### src/rtl/spi_pkg.sv
// spi_pkg: shared constants and types for the SPI slave slice.
package spi_pkg;

    localparam int unsigned SPI_WIDTH       = 8;
    localparam int unsigned SPI_SYNC_STAGES = 2;

    // SPI mode encoded as {CPOL, CPHA}
    typedef enum logic [1:0] {
        MODE0 = 2'b00,
        MODE1 = 2'b01,
        MODE2 = 2'b10,
        MODE3 = 2'b11
    } spi_mode_e;

    typedef enum logic {
        IDLE   = 1'b0,
        ACTIVE = 1'b1
    } spi_state_e;

endpackage

### src/rtl/spi_slave_if.sv
// spi_slave_if: SPI pins plus local tx/rx handshake of the SPI slave.
interface spi_slave_if
    import spi_pkg::*;
#(
    parameter int unsigned WIDTH = SPI_WIDTH
);

    logic             CPOL;
    logic             CPHA;
    logic             sclk;
    logic             ss;
    logic             mosi;
    logic             miso;
    logic             miso_oe;
    logic [WIDTH-1:0] tx_data;
    logic             tx_valid;
    logic             tx_ready;
    logic [WIDTH-1:0] rx_data;
    logic             rx_valid;
    logic             busy;

    modport slave (
        input  CPOL, CPHA, sclk, ss, mosi, tx_data, tx_valid,
        output miso, miso_oe, tx_ready, rx_data, rx_valid, busy
    );

    modport master (
        output CPOL, CPHA, sclk, ss, mosi, tx_data, tx_valid,
        input  miso, miso_oe, tx_ready, rx_data, rx_valid, busy
    );

endinterface

### src/rtl/spi_sync.sv
// spi_sync: multi-flop synchronizer with rise/fall detection on the synchronized level.
module spi_sync
    import spi_pkg::*;
#(
    parameter int unsigned STAGES = SPI_SYNC_STAGES
) (
    input  logic clk,
    input  logic rst,
    input  logic d,
    output logic q,
    output logic rise,
    output logic fall
);

    logic [STAGES-1:0] pipe;
    logic              prev;

    // synchronizer chain plus one flop of history for edge detection
    always_ff @(posedge clk or negedge rst) begin
        if (!rst) begin
            pipe <= '0;
            prev <= 1'b0;
        end else begin
            pipe <= {pipe[STAGES-2:0], d};
            prev <= pipe[STAGES-1];
        end
    end

    assign q    = pipe[STAGES-1];
    assign rise = q & ~prev;
    assign fall = ~q & prev;

endmodule

### src/rtl/spi_slave.sv
// spi_slave: oversampling SPI responder, all four CPOL/CPHA modes.
// Build option: define SPI_SLAVE_LSB_FIRST_EN for LSB-first shifting (default MSB-first).
module spi_slave
    import spi_pkg::*;
#(
    parameter int unsigned WIDTH       = SPI_WIDTH,
    parameter int unsigned SYNC_STAGES = SPI_SYNC_STAGES
) (
    input  logic       clk,
    input  logic       rst,
    spi_slave_if.slave bus
);

    localparam int unsigned      CNT_W    = $clog2(WIDTH);
    localparam logic [CNT_W-1:0] LAST_BIT = CNT_W'(WIDTH - 1);
`ifdef SPI_SLAVE_LSB_FIRST_EN
    localparam int unsigned      OUT_BIT  = 0;
`else
    localparam int unsigned      OUT_BIT  = WIDTH - 1;
`endif

    spi_state_e             state, state_next;
    spi_mode_e              mode_q;
    logic                   sclk_s, sclk_rise, sclk_fall;
    logic                   ss_s, ss_rise, ss_fall;
    logic [SYNC_STAGES-1:0] mosi_pipe;
    logic                   mosi_s;
    logic [CNT_W-1:0]       bit_cnt;
    logic [WIDTH-1:0]       tx_shift, tx_shifted, tx_buf;
    logic [WIDTH-1:0]       rx_shift, rx_next, rx_data;
    logic                   tx_full, tx_ready, tx_load;
    logic                   hold, reload, rx_valid;
    logic                   cpol, cpha, sclk_edge, leading, trailing;
    logic                   start, stop, sample, shift;
    logic                   miso_d, oe_d, busy_d;

    spi_sync #(.STAGES(SYNC_STAGES)) u_sclk_sync (
        .clk (clk), .rst (rst), .d (bus.sclk),
        .q   (sclk_s), .rise (sclk_rise), .fall (sclk_fall)
    );

    spi_sync #(.STAGES(SYNC_STAGES)) u_ss_sync (
        .clk (clk), .rst (rst), .d (bus.ss),
        .q   (ss_s), .rise (ss_rise), .fall (ss_fall)
    );

    // mosi only needs the same delay as sclk so sampled data lines up with the edge
    always_ff @(posedge clk or negedge rst) begin
        if (!rst) mosi_pipe <= '0;
        else      mosi_pipe <= {mosi_pipe[SYNC_STAGES-2:0], bus.mosi};
    end
    assign mosi_s = mosi_pipe[SYNC_STAGES-1];

    assign cpol      = mode_q[1];
    assign cpha      = mode_q[0];
    assign sclk_edge = sclk_rise | sclk_fall;
    assign leading   = sclk_edge & (sclk_s != cpol);
    assign trailing  = sclk_edge & (sclk_s == cpol);
    assign tx_ready  = ~tx_full;
    assign tx_load   = start | (shift & ~hold & reload);

`ifdef SPI_SLAVE_LSB_FIRST_EN
    assign rx_next    = {mosi_s, rx_shift[WIDTH-1:1]};
    assign tx_shifted = {1'b0, tx_shift[WIDTH-1:1]};
`else
    assign rx_next    = {rx_shift[WIDTH-2:0], mosi_s};
    assign tx_shifted = {tx_shift[WIDTH-2:0], 1'b0};
`endif

    // FSM state register
    always_ff @(posedge clk or negedge rst) begin
        if (!rst) state <= IDLE;
        else      state <= state_next;
    end

    // next state, edge strobes and pin outputs; deselect wins over a coincident sclk edge
    always_comb begin
        state_next = state;
        start      = 1'b0;
        stop       = 1'b0;
        sample     = 1'b0;
        shift      = 1'b0;
        miso_d     = 1'b0;
        oe_d       = 1'b0;
        busy_d     = 1'b0;
        case (state)
            IDLE: begin
                if (ss_fall) begin
                    start      = 1'b1;
                    state_next = ACTIVE;
                end
            end
            ACTIVE: begin
                miso_d = tx_shift[OUT_BIT];
                oe_d   = 1'b1;
                busy_d = ~ss_s;
                if (ss_rise) begin
                    stop       = 1'b1;
                    state_next = IDLE;
                end else begin
                    sample = cpha ? trailing : leading;
                    shift  = cpha ? leading : trailing;
                end
            end
            default: state_next = IDLE;
        endcase
    end

    // datapath: holding register, shift registers, bit counter and word completion
    always_ff @(posedge clk or negedge rst) begin
        if (!rst) begin
            mode_q   <= MODE0;
            bit_cnt  <= '0;
            tx_shift <= '0;
            tx_buf   <= '0;
            tx_full  <= 1'b0;
            rx_shift <= '0;
            rx_data  <= '0;
            rx_valid <= 1'b0;
            hold     <= 1'b0;
            reload   <= 1'b0;
        end else begin
            rx_valid <= 1'b0;
            if (bus.tx_valid && tx_ready) begin
                tx_buf  <= bus.tx_data;
                tx_full <= 1'b1;
            end else if (tx_load) begin
                tx_full <= 1'b0;
            end
            if (start) begin
                mode_q  <= spi_mode_e'({bus.CPOL, bus.CPHA});
                bit_cnt <= '0;
                hold    <= bus.CPHA;
                reload  <= 1'b0;
            end
            if (stop) begin
                bit_cnt <= '0;
                hold    <= 1'b0;
                reload  <= 1'b0;
            end
            if (sample) begin
                rx_shift <= rx_next;
                if (bit_cnt == LAST_BIT) begin
                    rx_data  <= rx_next;
                    rx_valid <= 1'b1;
                    bit_cnt  <= '0;
                    reload   <= 1'b1;
                end else begin
                    bit_cnt <= bit_cnt + CNT_W'(1);
                end
            end
            if (shift) begin
                if (hold)        hold     <= 1'b0;
                else if (reload) reload   <= 1'b0;
                else             tx_shift <= tx_shifted;
            end
            if (tx_load) tx_shift <= tx_full ? tx_buf : '0;
        end
    end

    assign bus.miso     = miso_d;
    assign bus.miso_oe  = oe_d;
    assign bus.busy     = busy_d;
    assign bus.tx_ready = tx_ready;
    assign bus.rx_data  = rx_data;
    assign bus.rx_valid = rx_valid;

endmodule

### src/flat_wrapper.sv
// flat-port wrapper written by rule: the top's interface ports become plain ports
module spi_slave_flat import spi_pkg::*;
#(
    parameter int unsigned WIDTH       = SPI_WIDTH,
    parameter int unsigned SYNC_STAGES = SPI_SYNC_STAGES
)
  (clk, rst, bus_CPOL, bus_CPHA, bus_sclk, bus_ss, bus_mosi, bus_tx_data, bus_tx_valid, bus_miso, bus_miso_oe, bus_tx_ready, bus_rx_data, bus_rx_valid, bus_busy);
  spi_slave_if #(.WIDTH(WIDTH)) bus_i ();
  input  logic clk;
  input  logic rst;
  input wire logic [$bits(bus_i.CPOL)-1:0] bus_CPOL;
  input wire logic [$bits(bus_i.CPHA)-1:0] bus_CPHA;
  input wire logic [$bits(bus_i.sclk)-1:0] bus_sclk;
  input wire logic [$bits(bus_i.ss)-1:0] bus_ss;
  input wire logic [$bits(bus_i.mosi)-1:0] bus_mosi;
  input wire logic [$bits(bus_i.tx_data)-1:0] bus_tx_data;
  input wire logic [$bits(bus_i.tx_valid)-1:0] bus_tx_valid;
  output wire logic [$bits(bus_i.miso)-1:0] bus_miso;
  output wire logic [$bits(bus_i.miso_oe)-1:0] bus_miso_oe;
  output wire logic [$bits(bus_i.tx_ready)-1:0] bus_tx_ready;
  output wire logic [$bits(bus_i.rx_data)-1:0] bus_rx_data;
  output wire logic [$bits(bus_i.rx_valid)-1:0] bus_rx_valid;
  output wire logic [$bits(bus_i.busy)-1:0] bus_busy;
  assign bus_i.CPOL = bus_CPOL;
  assign bus_i.CPHA = bus_CPHA;
  assign bus_i.sclk = bus_sclk;
  assign bus_i.ss = bus_ss;
  assign bus_i.mosi = bus_mosi;
  assign bus_i.tx_data = bus_tx_data;
  assign bus_i.tx_valid = bus_tx_valid;
  assign bus_miso = bus_i.miso;
  assign bus_miso_oe = bus_i.miso_oe;
  assign bus_tx_ready = bus_i.tx_ready;
  assign bus_rx_data = bus_i.rx_data;
  assign bus_rx_valid = bus_i.rx_valid;
  assign bus_busy = bus_i.busy;
  spi_slave #(.WIDTH(WIDTH), .SYNC_STAGES(SYNC_STAGES)) u_core (.clk(clk), .rst(rst), .bus(bus_i));
endmodule
### config.mk
export PLATFORM = sky130hd
export DESIGN_NAME = spi_slave_flat
export DESIGN_NICKNAME = d
export VERILOG_FILES = /design/src/rtl/spi_pkg.sv /design/src/rtl/spi_slave_if.sv /design/src/rtl/spi_sync.sv /design/src/rtl/spi_slave.sv /design/src/flat_wrapper.sv
export SDC_FILE = /design/constraint.sdc
export NUM_CORES = 1
export LEC_CHECK = 0
export CORE_MARGIN = 3
export CORE_UTILIZATION = 30
export CTS_CLUSTER_DIAMETER = 80
export CTS_CLUSTER_SIZE = 25
export DETAILED_ROUTE_END_ITERATION = 6
export SETUP_SLACK_MARGIN = 0.4
export SYNTH_ARGS = -nofsm -noshare
export SYNTH_HDL_FRONTEND = slang
export SYNTH_SLANG_ARGS = --single-unit
### constraint.sdc
create_clock -name clk -period 2.42 [get_ports clk]
set_input_delay 0.484 -clock clk [delete_from_list [all_inputs] [get_ports clk]]
set_output_delay 0.484 -clock clk [all_outputs]
set_load 0.005 [all_outputs]
==> metrics.txt, run 1 <==
# TYPE chip_impl_metric gauge
chip_impl_info{name="rsz0062_at_grt",value="false"} 1
chip_impl_metric{name="synth_seq_area_share",unit="%"} 57.6
chip_impl_info{name="synth_top_cells_by_count",value="49 x sky130_fd_sc_hd__dfrtp_1, 22 x sky130_fd_sc_hd__mux2_2, 12 x sky130_fd_sc_hd__nand2_1"} 1
chip_impl_metric{name="synth_top_cell_area_share",unit="%"} 57.6
chip_impl_metric{name="grt_first_pass_wirelength",unit="um"} 6630
chip_impl_metric{name="detailedRoute.firstIterationViolations",unit=""} 95
chip_impl_metric{name="setup-tns-final",unit="ns"} 0
chip_impl_metric{name="global_route.usage.total",unit="%"} 10.0
chip_impl_info{name="critPathCaptureType",value="output pin"} 1
chip_impl_metric{name="clkLatencyLatePin",unit="ns"} 0.30
chip_impl_info{name="tritoncts",value="built"} 1
chip_impl_metric{name="cts_max_path_buffers",unit=""} 2
chip_impl_metric{name="area.growth.synth_to_final",unit="%"} 23.9
chip_impl_metric{name="layout.nets",unit=""} 217
chip_impl_metric{name="vias_per_cell",unit=""} 4.70
chip_impl_metric{name="max_slew_margin",unit="%"} 60.0
chip_impl_metric{name="worst-path-max-fanout",unit=""} 8
chip_impl_metric{name="timing.final.hold_violations",unit=""} 0
chip_impl_metric{name="maximum_number_of_pins_on_one_net_before_global_route_repair",unit=""} 50
chip_impl_metric{name="drt_wl_total",unit="um"} 3840
chip_impl_metric{name="synth_cell_type_count",unit=""} 36
chip_impl_metric{name="mapped_cells",unit=""} 167
chip_impl_metric{name="synth-edff-count",unit=""} 0
chip_impl_metric{name="postLayoutCellArea",unit="um^2"} 2640
chip_impl_info{name="ys_dominant_reg_cell",value="sky130_fd_sc_hd__dfrtp_1"} 1
chip_impl_metric{name="worst-endpoint-arrival",unit="ns"} 1.44
chip_impl_metric{name="dieArea",unit="um^2"} 8140
chip_impl_metric{name="dp.cells",unit=""} 285
chip_impl_info{name="synth.largest_area_cell",value="sky130_fd_sc_hd__dfrtp_1"} 1
chip_impl_metric{name="floorplan.initialDensity",unit="%"} 31.1
chip_impl_metric{name="synth_fp_nets",unit=""} 185
chip_impl_metric{name="post_synth.cell_area_avg",unit="um^2"} 12.7
chip_impl_metric{name="die_h",unit="um"} 90.2
chip_impl_metric{name="async_reset_ff_share",unit="%"} 100
chip_impl_metric{name="core.rowCount",unit=""} 30
chip_impl_metric{name="final_cells",unit=""} 296
chip_impl_metric{name="gp_congestion",unit=""} 0.774
chip_impl_metric{name="clock_sinks",unit=""} 49
chip_impl_metric{name="pre_antenna_drt_iters",unit=""} 4
chip_impl_metric{name="cts.clk_slew.worst_paths",unit="ns"} 0.08
chip_impl_metric{name="maxCapViolCount",unit=""} 0
chip_impl_info{name="post_synth_main_area_contributors",value="sky130_fd_sc_hd__dfrtp_1 58%, sky130_fd_sc_hd__mux2_2 12%, sky130_fd_sc_hd__o31ai_1 3.2%"} 1
chip_impl_metric{name="preCtsSetupSlack",unit="ns"} 0.385
chip_impl_metric{name="synthesis.yosys.warnings",unit=""} 0
chip_impl_metric{name="totalPowerFinal",unit="mW"} 2.35
chip_impl_metric{name="coreArea",unit="um^2"} 6830
chip_impl_metric{name="diodes",unit=""} 0
chip_impl_metric{name="antenna_found_initial",unit=""} 0
chip_impl_info{name="post-synth-top-count-cell",value="sky130_fd_sc_hd__dfrtp_1"} 1
chip_impl_metric{name="finalClockSkew",unit="ns"} 0.00933
chip_impl_metric{name="met1Wirelength",unit="um"} 1810
chip_impl_metric{name="power_density",unit="nW/um^2"} 890
chip_impl_metric{name="tightestPinTransition",unit="ns"} 0.600
chip_impl_info{name="cts_root_buffer",value="sky130_fd_sc_hd__clkbuf_8"} 1
chip_impl_metric{name="pin_count",unit=""} 29
chip_impl_metric{name="dp_hpwl",unit="um"} 2590
chip_impl_metric{name="routedWlPerCell",unit="um"} 13.0
chip_impl_metric{name="cts_buffers",unit=""} 5
chip_impl_info{name="outcome",value="finished clean"} 1
chip_impl_metric{name="layout_min_cycle_time",unit="ns"} 1.92
chip_impl_metric{name="highest_achievable_clock_rate",unit="MHz"} 520
chip_impl_metric{name="leakagePower",unit="nW"} 1.14
chip_impl_metric{name="htree_num_levels",unit=""} 2
chip_impl_metric{name="post-route-period-util",unit="%"} 79.5
chip_impl_metric{name="detailroute.via_count",unit=""} 1392
chip_impl_metric{name="required",unit="ns"} 1.94
chip_impl_info{name="worstSetupPathType",value="register to output pin"} 1
chip_impl_metric{name="die_wd",unit="um"} 90.2
chip_impl_metric{name="met3RoutedLength",unit="um"} 164
chip_impl_metric{name="congestion_overflow_gr",unit=""} 0
chip_impl_metric{name="ys_seq_elements",unit=""} 49
chip_impl_info{name="uppermost_layer_routed",value="met4"} 1
chip_impl_metric{name="drive_above_1_share",unit="%"} 23.5
chip_impl_metric{name="drtAntennaViolNets",unit=""} 0
chip_impl_metric{name="route.met2.wl",unit="um"} 1780
chip_impl_metric{name="setup_violations",unit=""} 0
chip_impl_info{name="hp_class",value="primary input to async pin"} 1
chip_impl_metric{name="number_of_global_route_vias_before_repair",unit=""} 1389
chip_impl_metric{name="synthesis.area",unit="um^2"} 2130
chip_impl_metric{name="buffer_ports.inserted",unit=""} 28
chip_impl_metric{name="fin_ws",unit="ns"} 0.497
chip_impl_metric{name="placed_area",unit="um^2"} 2490
chip_impl_info{name="cp-start-kind",value="register"} 1
chip_impl_metric{name="drc_markers",unit=""} 0
chip_impl_metric{name="timing.final.max_slew_violations",unit=""} 0
chip_impl_metric{name="vdd_drop_max",unit="uV"} 246
where the power goes:
part	switching (mW)	leakage, nW	total, mW	internal [mW]
combinational	0.222	0.462	0.550	0.328
clock	0.255	0.0585	0.592	0.337
sequential	0.165	0.622	1.20	1.04
total	0.642	1.14	2.35	1.70
cell usage in the layout, fill, tap and decap left out, drive strengths merged:
master         instances
dfrtp                 49
o21ba                  1
bufinv                 1
and2                   6
buf                    7
clkdlybuf4s50         27
nand3                  6
o21ai                  3
a32oi                  7
mux2                  24
a21o                   1
nor2b                  4
nand2                 12
o32ai                  1
clkbuf                 7
a21oi                  1
a32o                   6
ha                     2
nand2b                 4
mux2i                  2
xnor2                  1
a22oi                  1
nor4bb                 2
a31oi                  1
nor3b                  1
nor2                   2
or3b                   1
o31ai                  9
inv                   11
area by class of cell:
type                       count  area, um^2
clock buffer                   7        86.3
clock inverter                 1        30.0
fill                         691        4200
inverter                      11        41.3
multi-input combinational     98         811
sequential                    49        1230
tap                           96         120
timing repair buffer          34         320
path summary, 6_finish.rpt:
path / start / endpoint / slack [ns] / cells past startpoint
min in group clk: u_core.mosi_pipe[0]$_DFF_PN0_ / u_core.mosi_pipe[1]$_DFF_PN0_ / 0.36 / 0
worst min-delay path: rst / u_core.bus.rx_valid$_DFF_PN0_ / 0.26 / 2
worst min register to register: u_core.mosi_pipe[0]$_DFF_PN0_ / u_core.mosi_pipe[1]$_DFF_PN0_ / 0.36 / 0
max in group asynchronous: rst / u_core.state$_DFF_PN0_ / 1.70 / 2
worst max register to register: u_core.mode_q[0]$_DFFE_PN0P_ / u_core.bus.rx_data[1]$_DFFE_PN0P_ / 0.53 / 5
worst max-delay path: u_core.state$_DFF_PN0_ / bus_busy / 0.50 / 2
cells by family (layout without fill, tap and decap cells):
family          Yosys count  in the layout  synth area share, %
compound gates           31             31                 11.7
xor+xnor                  1              1                0.765
fa+ha+maj                 2              2                 1.18
buf+inv                  20             53                 4.59
flops                    49             49                 57.6
mux                      26             26                 13.8
simple gates             38             38                 10.3
registers in the layout (all words and copies together) (netlist names), 2 cells and up:
signal,count
u_core.mode_q,2
u_core.u_sclk_sync.pipe,2
u_core.bit_cnt,3
u_core.mosi_pipe,2
u_core.tx_buf,8
u_core.bus.rx_data,8
u_core.rx_shift,7
u_core.u_ss_sync.pipe,2
u_core.tx_shift,8
layer usage:
| metal | track usage, % | up-vias |
|---|---|---|
| met4 | 4.59 | 0 |
| met3 | 3.01 | 6 |
| li1 | - | 665 |
| met2 | 15.5 | 27 |
| met5 | 0 | - |
| met1 | 13.0 | 694 |
through the flow:
stage	utilization [%]	hold WS [ns]
global placement	36.4	0.334
detailed placement	36.4	0.344
floorplan	-	0.188
CTS	38.2	0.292
global route	38.6	0.336
finish	38.6	0.264
critical path, stage by stage (launching register included):
cell and delay, ns:
sky130_fd_sc_hd__dfrtp_2 0.45, sky130_fd_sc_hd__nor2b_1 0.17, sky130_fd_sc_hd__clkdlybuf4s50_1 0.53
what timing repair did:
item,CTS,global route
setup endpoints to repair,9,15
gates resized for setup,2,2
hold buffers,0,0
buffers inserted,0,3
pin swaps,0,0
Note: power is estimated with default switching activity, not from simulation.
==> run 2: changes to the inputs <==
==> constraint.sdc (replaced) <==
create_clock -name clk -period 1.8 [get_ports clk]
set_input_delay 0.36 -clock clk [delete_from_list [all_inputs] [get_ports clk]]
set_output_delay 0.36 -clock clk [all_outputs]
set_load 0.005 [all_outputs]
==> run 2 against run 1 <==
  * Die area is the same
  * Largest power group unchanged
  * Register-to-register slack lost 0.46 ns
  * Non-clock buffer count grew 26
  * Global-route usage grew 1.2 points
  * Count of clock-buffer cells in the layout shrank 2
  * Largest cell class unchanged
  * Critical path type is now register to register
  * Power grew 47%
  * Highest routed layer unchanged
==> metrics.txt, run 2 (synthesis gave the netlist of run 1 again) <==
# TYPE chip_impl_metric gauge
chip_impl_info{name="outcome",value="finished clean"} 1
chip_impl_metric{name="drtAntennaViolNets",unit=""} 0
chip_impl_info{name="hp_class",value="register to register"} 1
chip_impl_metric{name="detailedRoute.firstIterationViolations",unit=""} 63
chip_impl_metric{name="number_of_global_route_vias_before_repair",unit=""} 1471
chip_impl_metric{name="setup_violations",unit=""} 0
chip_impl_metric{name="drt_wl_total",unit="um"} 4600
chip_impl_metric{name="cts_buffers",unit=""} 5
chip_impl_metric{name="layout.nets",unit=""} 243
chip_impl_info{name="cts_root_buffer",value="sky130_fd_sc_hd__clkbuf_8"} 1
chip_impl_metric{name="detailroute.via_count",unit=""} 1503
chip_impl_metric{name="gp_congestion",unit=""} 0.824
chip_impl_info{name="worstSetupPathType",value="register to register"} 1
chip_impl_info{name="rsz0062_at_grt",value="true"} 1
chip_impl_metric{name="core.rowCount",unit=""} 30
chip_impl_metric{name="routedWlPerCell",unit="um"} 14.3
chip_impl_info{name="reg.largest.list",value="u_core.bus.rx_data (8), u_core.tx_buf (8), u_core.tx_shift (8)"} 1
chip_impl_metric{name="required",unit="ns"} 2.02
chip_impl_metric{name="cts.clk_slew.worst_paths",unit="ns"} 0.10
chip_impl_info{name="final_cell_mix",value="48 x sky130_fd_sc_hd__dfrtp_1, 21 x sky130_fd_sc_hd__buf_4, 15 x sky130_fd_sc_hd__mux2_4, 14 x sky130_fd_sc_hd__clkdlybuf4s50_1"} 1
chip_impl_metric{name="drive_above_1_share",unit="%"} 44.2
chip_impl_info{name="critPathCaptureType",value="register"} 1
chip_impl_metric{name="hold-worst-slack",unit="ns"} 0.363
chip_impl_metric{name="preCtsSetupSlack",unit="ns"} 0.0314
chip_impl_metric{name="buffer_ports.inserted",unit=""} 28
chip_impl_metric{name="final_cells",unit=""} 322
chip_impl_metric{name="dp.cells",unit=""} 297
chip_impl_metric{name="seq_power_share",unit="%"} 47.4
chip_impl_metric{name="tightestPinTransition",unit="ns"} 0.393
chip_impl_metric{name="floorplan.initialDensity",unit="%"} 31.1
chip_impl_metric{name="congestion_overflow_gr",unit=""} 0
chip_impl_metric{name="worst-endpoint-arrival",unit="ns"} 1.95
chip_impl_metric{name="coreArea",unit="um^2"} 6830
chip_impl_metric{name="diodes",unit=""} 0
chip_impl_metric{name="cell_internal_pwr",unit="mW"} 2.38
chip_impl_metric{name="antenna_found_initial",unit=""} 0
chip_impl_metric{name="timing.final.hold_violations",unit=""} 0
chip_impl_metric{name="max_slew_margin",unit="%"} 73.8
chip_impl_metric{name="pin_count",unit=""} 29
chip_impl_metric{name="timing.final.max_slew_violations",unit=""} 0
chip_impl_metric{name="maximum_number_of_pins_on_one_net_before_global_route_repair",unit=""} 23
chip_impl_info{name="tritoncts",value="built"} 1
chip_impl_metric{name="vias_per_cell",unit=""} 4.67
chip_impl_metric{name="pre_antenna_drt_iters",unit=""} 4
chip_impl_metric{name="net_switching_power",unit="mW"} 1.07
chip_impl_info{name="mostFrequentLayoutCell",value="sky130_fd_sc_hd__dfrtp_1"} 1
chip_impl_metric{name="fin_ws",unit="ns"} 0.0658
chip_impl_metric{name="finalClockSkew",unit="ns"} 0.0121
chip_impl_metric{name="die_h",unit="um"} 90.2
chip_impl_metric{name="combinationalPowerShare",unit="%"} 32.4
chip_impl_metric{name="clock_sinks",unit=""} 49
chip_impl_metric{name="clkPwrFrac",unit="%"} 20.2
chip_impl_metric{name="switching_share",unit="%"} 31.1
chip_impl_metric{name="worst-path-max-fanout",unit=""} 7
chip_impl_metric{name="totalPowerFinal",unit="mW"} 3.45
chip_impl_metric{name="die_wd",unit="um"} 90.2
chip_impl_metric{name="cts_max_path_buffers",unit=""} 2
chip_impl_info{name="cp-start-kind",value="register"} 1
chip_impl_metric{name="grt_first_pass_wirelength",unit="um"} 7370
chip_impl_metric{name="leakagePower",unit="nW"} 1.40
chip_impl_metric{name="htree_num_levels",unit=""} 2
chip_impl_metric{name="power_density",unit="nW/um^2"} 1130
chip_impl_metric{name="maxCapViolCount",unit=""} 0
chip_impl_metric{name="vdd_drop_max",unit="uV"} 656
chip_impl_metric{name="layout_min_cycle_time",unit="ns"} 1.73
chip_impl_metric{name="clkLatencyLatePin",unit="ns"} 0.31
chip_impl_metric{name="highest_achievable_clock_rate",unit="MHz"} 577
chip_impl_metric{name="dieArea",unit="um^2"} 8140
chip_impl_metric{name="drc_markers",unit=""} 0
chip_impl_metric{name="area.growth.synth_to_final",unit="%"} 43.4
chip_impl_metric{name="dp_hpwl",unit="um"} 2950
chip_impl_metric{name="global_route.usage.total",unit="%"} 11.2
chip_impl_metric{name="post-route-period-util",unit="%"} 96.3
chip_impl_metric{name="setup-tns-final",unit="ns"} 0
run 2: cell type report:
class	count	area [um^2]
Clock buffer	5	68.8
Clock inverter	3	28.8
Fill cell	656	3780
Inverter	11	46.3
Multi-Input combinational cell	98	1020
Sequential cell	49	1230
Tap cell	96	120
Timing Repair Buffer	60	543
run 2: critical path, cell delays in order (launching register included):
cell	delay [ns]
sky130_fd_sc_hd__dfrtp_1	0.42
sky130_fd_sc_hd__xnor2_2	0.22
sky130_fd_sc_hd__buf_4	0.15
sky130_fd_sc_hd__mux2_4	0.35
sky130_fd_sc_hd__o21ba_4	0.26
sky130_fd_sc_hd__o31ai_1	0.24
run 2: per-stage QoR:
stage | utilization, % | cell area (um^2)
after floorplan | - | 2210
after global placement | 38.9 | 2660
after detailed placement | 38.9 | 2660
after CTS | 43.0 | 2940
after global routing | 44.7 | 3050
final | 44.7 | 3050
run 2: per-layer routing:
layer,vias up,part of all wire (%),track usage [%]
li1,715,-,-
met1,754,49,16.4
met2,29,46,16.2
met3,5,3.2,2.34
met4,0,1.5,4.59
met5,-,0,0
run 2: worst paths after layout:
| check | startpoint | to | slack [ns] | depth (start not counted) |
|---|---|---|---|---|
| worst min-delay path | u_core.u_sclk_sync.pipe[0]$_DFF_PN0_ | u_core.u_sclk_sync.pipe[1]$_DFF_PN0_ | 0.36 | 0 |
| max in group asynchronous | rst | u_core.tx_full$_DFFE_PN0P_ | 0.65 | 3 |
| worst max register to register | u_core.mode_q[1]$_DFFE_PN0P_ | u_core.tx_shift[5]$_DFFE_PN0P_ | 0.07 | 5 |
| worst max-delay path | u_core.mode_q[1]$_DFFE_PN0P_ | u_core.tx_shift[5]$_DFFE_PN0P_ | 0.07 | 5 |
| worst min register to register | u_core.u_sclk_sync.pipe[0]$_DFF_PN0_ | u_core.u_sclk_sync.pipe[1]$_DFF_PN0_ | 0.36 | 0 |
| min in group asynchronous | rst | u_core.rx_shift[3]$_DFFE_PN0P_ | 0.49 | 2 |
run 2: power by group through the flow:
stage                     Clock [mW]  Combinational, mW  Sequential [mW]
after floorplan                    0              0.630             1.57
after global placement             0              0.841             1.64
after detailed placement           0              0.859             1.65
after CTS                      0.719               1.03             1.62
after global routing           0.773               1.22             1.67
final                          0.697               1.12             1.63
run 2: timing repair:
action | CTS | global route
endpoints found under the setup margin | 42 | 35
hold buffers | 1 | 0
hold endpoints to repair | 16 | 0
pin swaps | 10 | 13
gates resized for setup | 43 | 26
buffers inserted | 10 | 6
gates cloned | 0 | 0
==> run 3: changes to the inputs <==
--- a/config.mk
+++ b/config.mk
@@ -5,7 +5,6 @@
 export SDC_FILE = /design/constraint.sdc
 export NUM_CORES = 1
 export LEC_CHECK = 0
-export CORE_MARGIN = 3
 export CORE_UTILIZATION = 30
 export CTS_CLUSTER_DIAMETER = 80
 export CTS_CLUSTER_SIZE = 25
==> run 3 against run 2 <==
  * Setup slack better by 0.047 ns
  * Highest routed layer unchanged
  * Routed wire length shrank 4.0%
  * Die area decreased by 8.7%
  * Sequential cell count unchanged
  * Register-to-register slack better by 0.05 ns
  * Clock power rose by 2%
  * Combinational power shrank 9.8%
  * Clock skew decreased by 0.0027 ns
  * Fmax is 2.8% higher
  * Largest power group unchanged
  * Hold slack worse by 0.34 ns
==> metrics.txt, run 3 (synthesis gave the netlist of run 1 again) <==
# TYPE chip_impl_metric gauge
chip_impl_metric{name="maxCapViolCount",unit=""} 0
chip_impl_metric{name="coreArea",unit="um^2"} 6830
chip_impl_metric{name="required",unit="ns"} 2.00
chip_impl_metric{name="setup-tns-final",unit="ns"} 0
chip_impl_metric{name="drc_markers",unit=""} 0
chip_impl_info{name="cts_root_buffer",value="sky130_fd_sc_hd__clkbuf_8"} 1
chip_impl_info{name="worst_r2r_startpoint",value="u_core.mode_q[1]$_DFFE_PN0P_"} 1
chip_impl_metric{name="diodes",unit=""} 0
chip_impl_metric{name="cts.clk_slew.worst_paths",unit="ns"} 0.10
chip_impl_metric{name="clkLatencyLatePin",unit="ns"} 0.31
chip_impl_metric{name="leakagePower",unit="nW"} 1.33
chip_impl_metric{name="drtAntennaViolNets",unit=""} 0
chip_impl_metric{name="layout.nets",unit=""} 232
chip_impl_metric{name="clock_sinks",unit=""} 49
chip_impl_metric{name="core.rowCount",unit=""} 30
chip_impl_info{name="mostFrequentLayoutCell",value="sky130_fd_sc_hd__dfrtp_1"} 1
chip_impl_metric{name="tightestPinTransition",unit="ns"} 0.344
chip_impl_metric{name="post-route-period-util",unit="%"} 93.7
chip_impl_metric{name="worst-endpoint-arrival",unit="ns"} 1.89
chip_impl_metric{name="global_route.usage.total",unit="%"} 13.0
chip_impl_metric{name="setup_violations",unit=""} 0
chip_impl_metric{name="worst_path_largest_cell_delay",unit="ns"} 0.42
chip_impl_metric{name="vdd_drop_max",unit="uV"} 541
chip_impl_metric{name="antenna_found_initial",unit=""} 0
chip_impl_metric{name="maximum_number_of_pins_on_one_net_before_global_route_repair",unit=""} 50
chip_impl_metric{name="number_of_global_route_vias_before_repair",unit=""} 1434
chip_impl_metric{name="pre_antenna_drt_iters",unit=""} 4
chip_impl_info{name="outcome",value="finished clean"} 1
chip_impl_metric{name="detailedRoute.firstIterationViolations",unit=""} 121
chip_impl_metric{name="power_density",unit="nW/um^2"} 1150
chip_impl_metric{name="max_slew_margin",unit="%"} 77.1
chip_impl_metric{name="drt_wl_total",unit="um"} 4410
chip_impl_metric{name="congestion_overflow_gr",unit=""} 0
chip_impl_metric{name="fin_ws",unit="ns"} 0.113
chip_impl_metric{name="routedWlPerCell",unit="um"} 14.2
chip_impl_metric{name="highest_achievable_clock_rate",unit="MHz"} 593
chip_impl_metric{name="timing.final.hold_violations",unit=""} 0
chip_impl_info{name="worstSetupPathType",value="register to register"} 1
chip_impl_metric{name="vias_per_cell",unit=""} 4.70
chip_impl_metric{name="gp_congestion",unit=""} 0.783
chip_impl_info{name="critPathCaptureType",value="register"} 1
chip_impl_metric{name="area.growth.synth_to_final",unit="%"} 36.9
chip_impl_metric{name="buffer_ports.inserted",unit=""} 28
chip_impl_metric{name="die_wd",unit="um"} 86.2
chip_impl_metric{name="cts_max_path_buffers",unit=""} 2
chip_impl_info{name="hp_class",value="primary input to async pin"} 1
chip_impl_info{name="final_cell_mix",value="48 x sky130_fd_sc_hd__dfrtp_1, 15 x sky130_fd_sc_hd__mux2_4, 15 x sky130_fd_sc_hd__buf_4, 14 x sky130_fd_sc_hd__clkdlybuf4s50_1, 12 x sky130_fd_sc_hd__nand2_1"} 1
chip_impl_metric{name="finalClockSkew",unit="ns"} 0.00939
chip_impl_metric{name="preCtsSetupSlack",unit="ns"} 0.0427
chip_impl_metric{name="hold-worst-slack",unit="ns"} 0.0181
chip_impl_metric{name="floorplan.initialDensity",unit="%"} 31.1
chip_impl_metric{name="detailroute.via_count",unit=""} 1463
chip_impl_info{name="crit_path_cell_trace",value="xnor2_2, buf_4, mux2_4, buf_6, a32oi_2, o31ai_2"} 1
chip_impl_metric{name="grt_first_pass_wirelength",unit="um"} 7310
chip_impl_info{name="tritoncts",value="built"} 1
chip_impl_metric{name="drive_above_1_share",unit="%"} 38.6
chip_impl_metric{name="hold_buffers",unit=""} 0
chip_impl_info{name="critical_path.slowest_cell",value="sky130_fd_sc_hd__dfrtp_1"} 1
chip_impl_metric{name="pin_count",unit=""} 29
chip_impl_metric{name="cts_buffers",unit=""} 5
chip_impl_info{name="reg.largest.list",value="u_core.bus.rx_data (8), u_core.tx_buf (8), u_core.tx_shift (8)"} 1
chip_impl_info{name="crit_start",value="u_core.mode_q[1]$_DFFE_PN0P_"} 1
chip_impl_info{name="cp-start-kind",value="register"} 1
chip_impl_metric{name="htree_num_levels",unit=""} 2
chip_impl_info{name="rsz0062_at_grt",value="true"} 1
chip_impl_metric{name="layout_min_cycle_time",unit="ns"} 1.69
chip_impl_metric{name="worst-path-max-fanout",unit=""} 7
chip_impl_metric{name="dp_hpwl",unit="um"} 2780
chip_impl_metric{name="timing.final.max_slew_violations",unit=""} 0
chip_impl_metric{name="final_cells",unit=""} 311
chip_impl_metric{name="dieArea",unit="um^2"} 7430
chip_impl_metric{name="dp.cells",unit=""} 294
chip_impl_metric{name="die_h",unit="um"} 86.2
==> run 3: cell count changes in the layout (fill, tap and decap cells not counted), sizes merged <==
cell / previous run / this run
inv: 12 / 11
clkdlybuf4s15: 0 / 1
buf: 34 / 23
clkbuf: 7 / 8
dlygate4sd3: 1 / 0
==> run 3: final cells by class <==
type	count	area (um^2)
Clock inverter	2	17.5
Clock buffer	6	82.6
Multi-Input combinational cell	98	972
Sequential cell	49	1230
Fill cell	659	3920
Tap cell	96	120
Timing Repair Buffer	49	447
Inverter	11	46.3
==> run 3: critical path: cells and delay by family (launching register included) <==
kind                   cells  cell delay [ns]
buffers and inverters      2             0.29
XOR/XNOR                   1             0.21
flip-flops                 1             0.42
multiplexers               1             0.34
AO/OA/AOI/OAI              2             0.31
==> run 3: what timing repair did <==
action | in CTS | in global routing
endpoints found under the setup margin | 42 | 34
gates resized for setup | 39 | 11
cloned | 0 | 0
pin swaps | 7 | 6
buffers inserted | 7 | 2
==> run 3: final timing paths <==
path | end | slack, ns | cells after the start
setup / recovery | u_core.tx_shift[4]$_DFFE_PN0P_ | 0.11 | 6
hold / removal | u_core.state$_DFF_PN0_ | 0.02 | 2
setup reg to reg | u_core.tx_shift[4]$_DFFE_PN0P_ | 0.11 | 6
hold reg to reg | u_core.mosi_pipe[1]$_DFF_PN0_ | 0.36 | 0
max in group asynchronous | u_core.tx_full$_DFFE_PN0P_ | 1.54 | 2
min in group clk | u_core.mosi_pipe[1]$_DFF_PN0_ | 0.36 | 0
==> run 3: power by group <==
part	switching, mW	leakage (nW)	internal (mW)
Sequential	0.226	0.622	1.40
Combinational	0.394	0.651	0.615
Clock	0.391	0.0518	0.320
Total	1.01	1.33	2.33
==> run 3: routing by layer <==
metal	routed length (um)	up-vias	GRT usage, %
met4	77	0	5.00
met5	0	-	0
met1	2230	730	18.7
li1	-	695	-
met2	1950	33	18.6
met3	161	5	3.33
==> run 3: through the flow <==
step | cell area [um^2] | power (mW) | util [%]
6_report | 2910 | 3.34 | 42.6
5_1_grt | 2910 | 3.54 | 42.6
4_1_cts | 2880 | 3.33 | 42.1
3_5_place_dp | 2650 | 2.49 | 38.7
3_3_place_gp | 2650 | 2.47 | 38.7
2_1_floorplan | 2210 | 2.20 | -
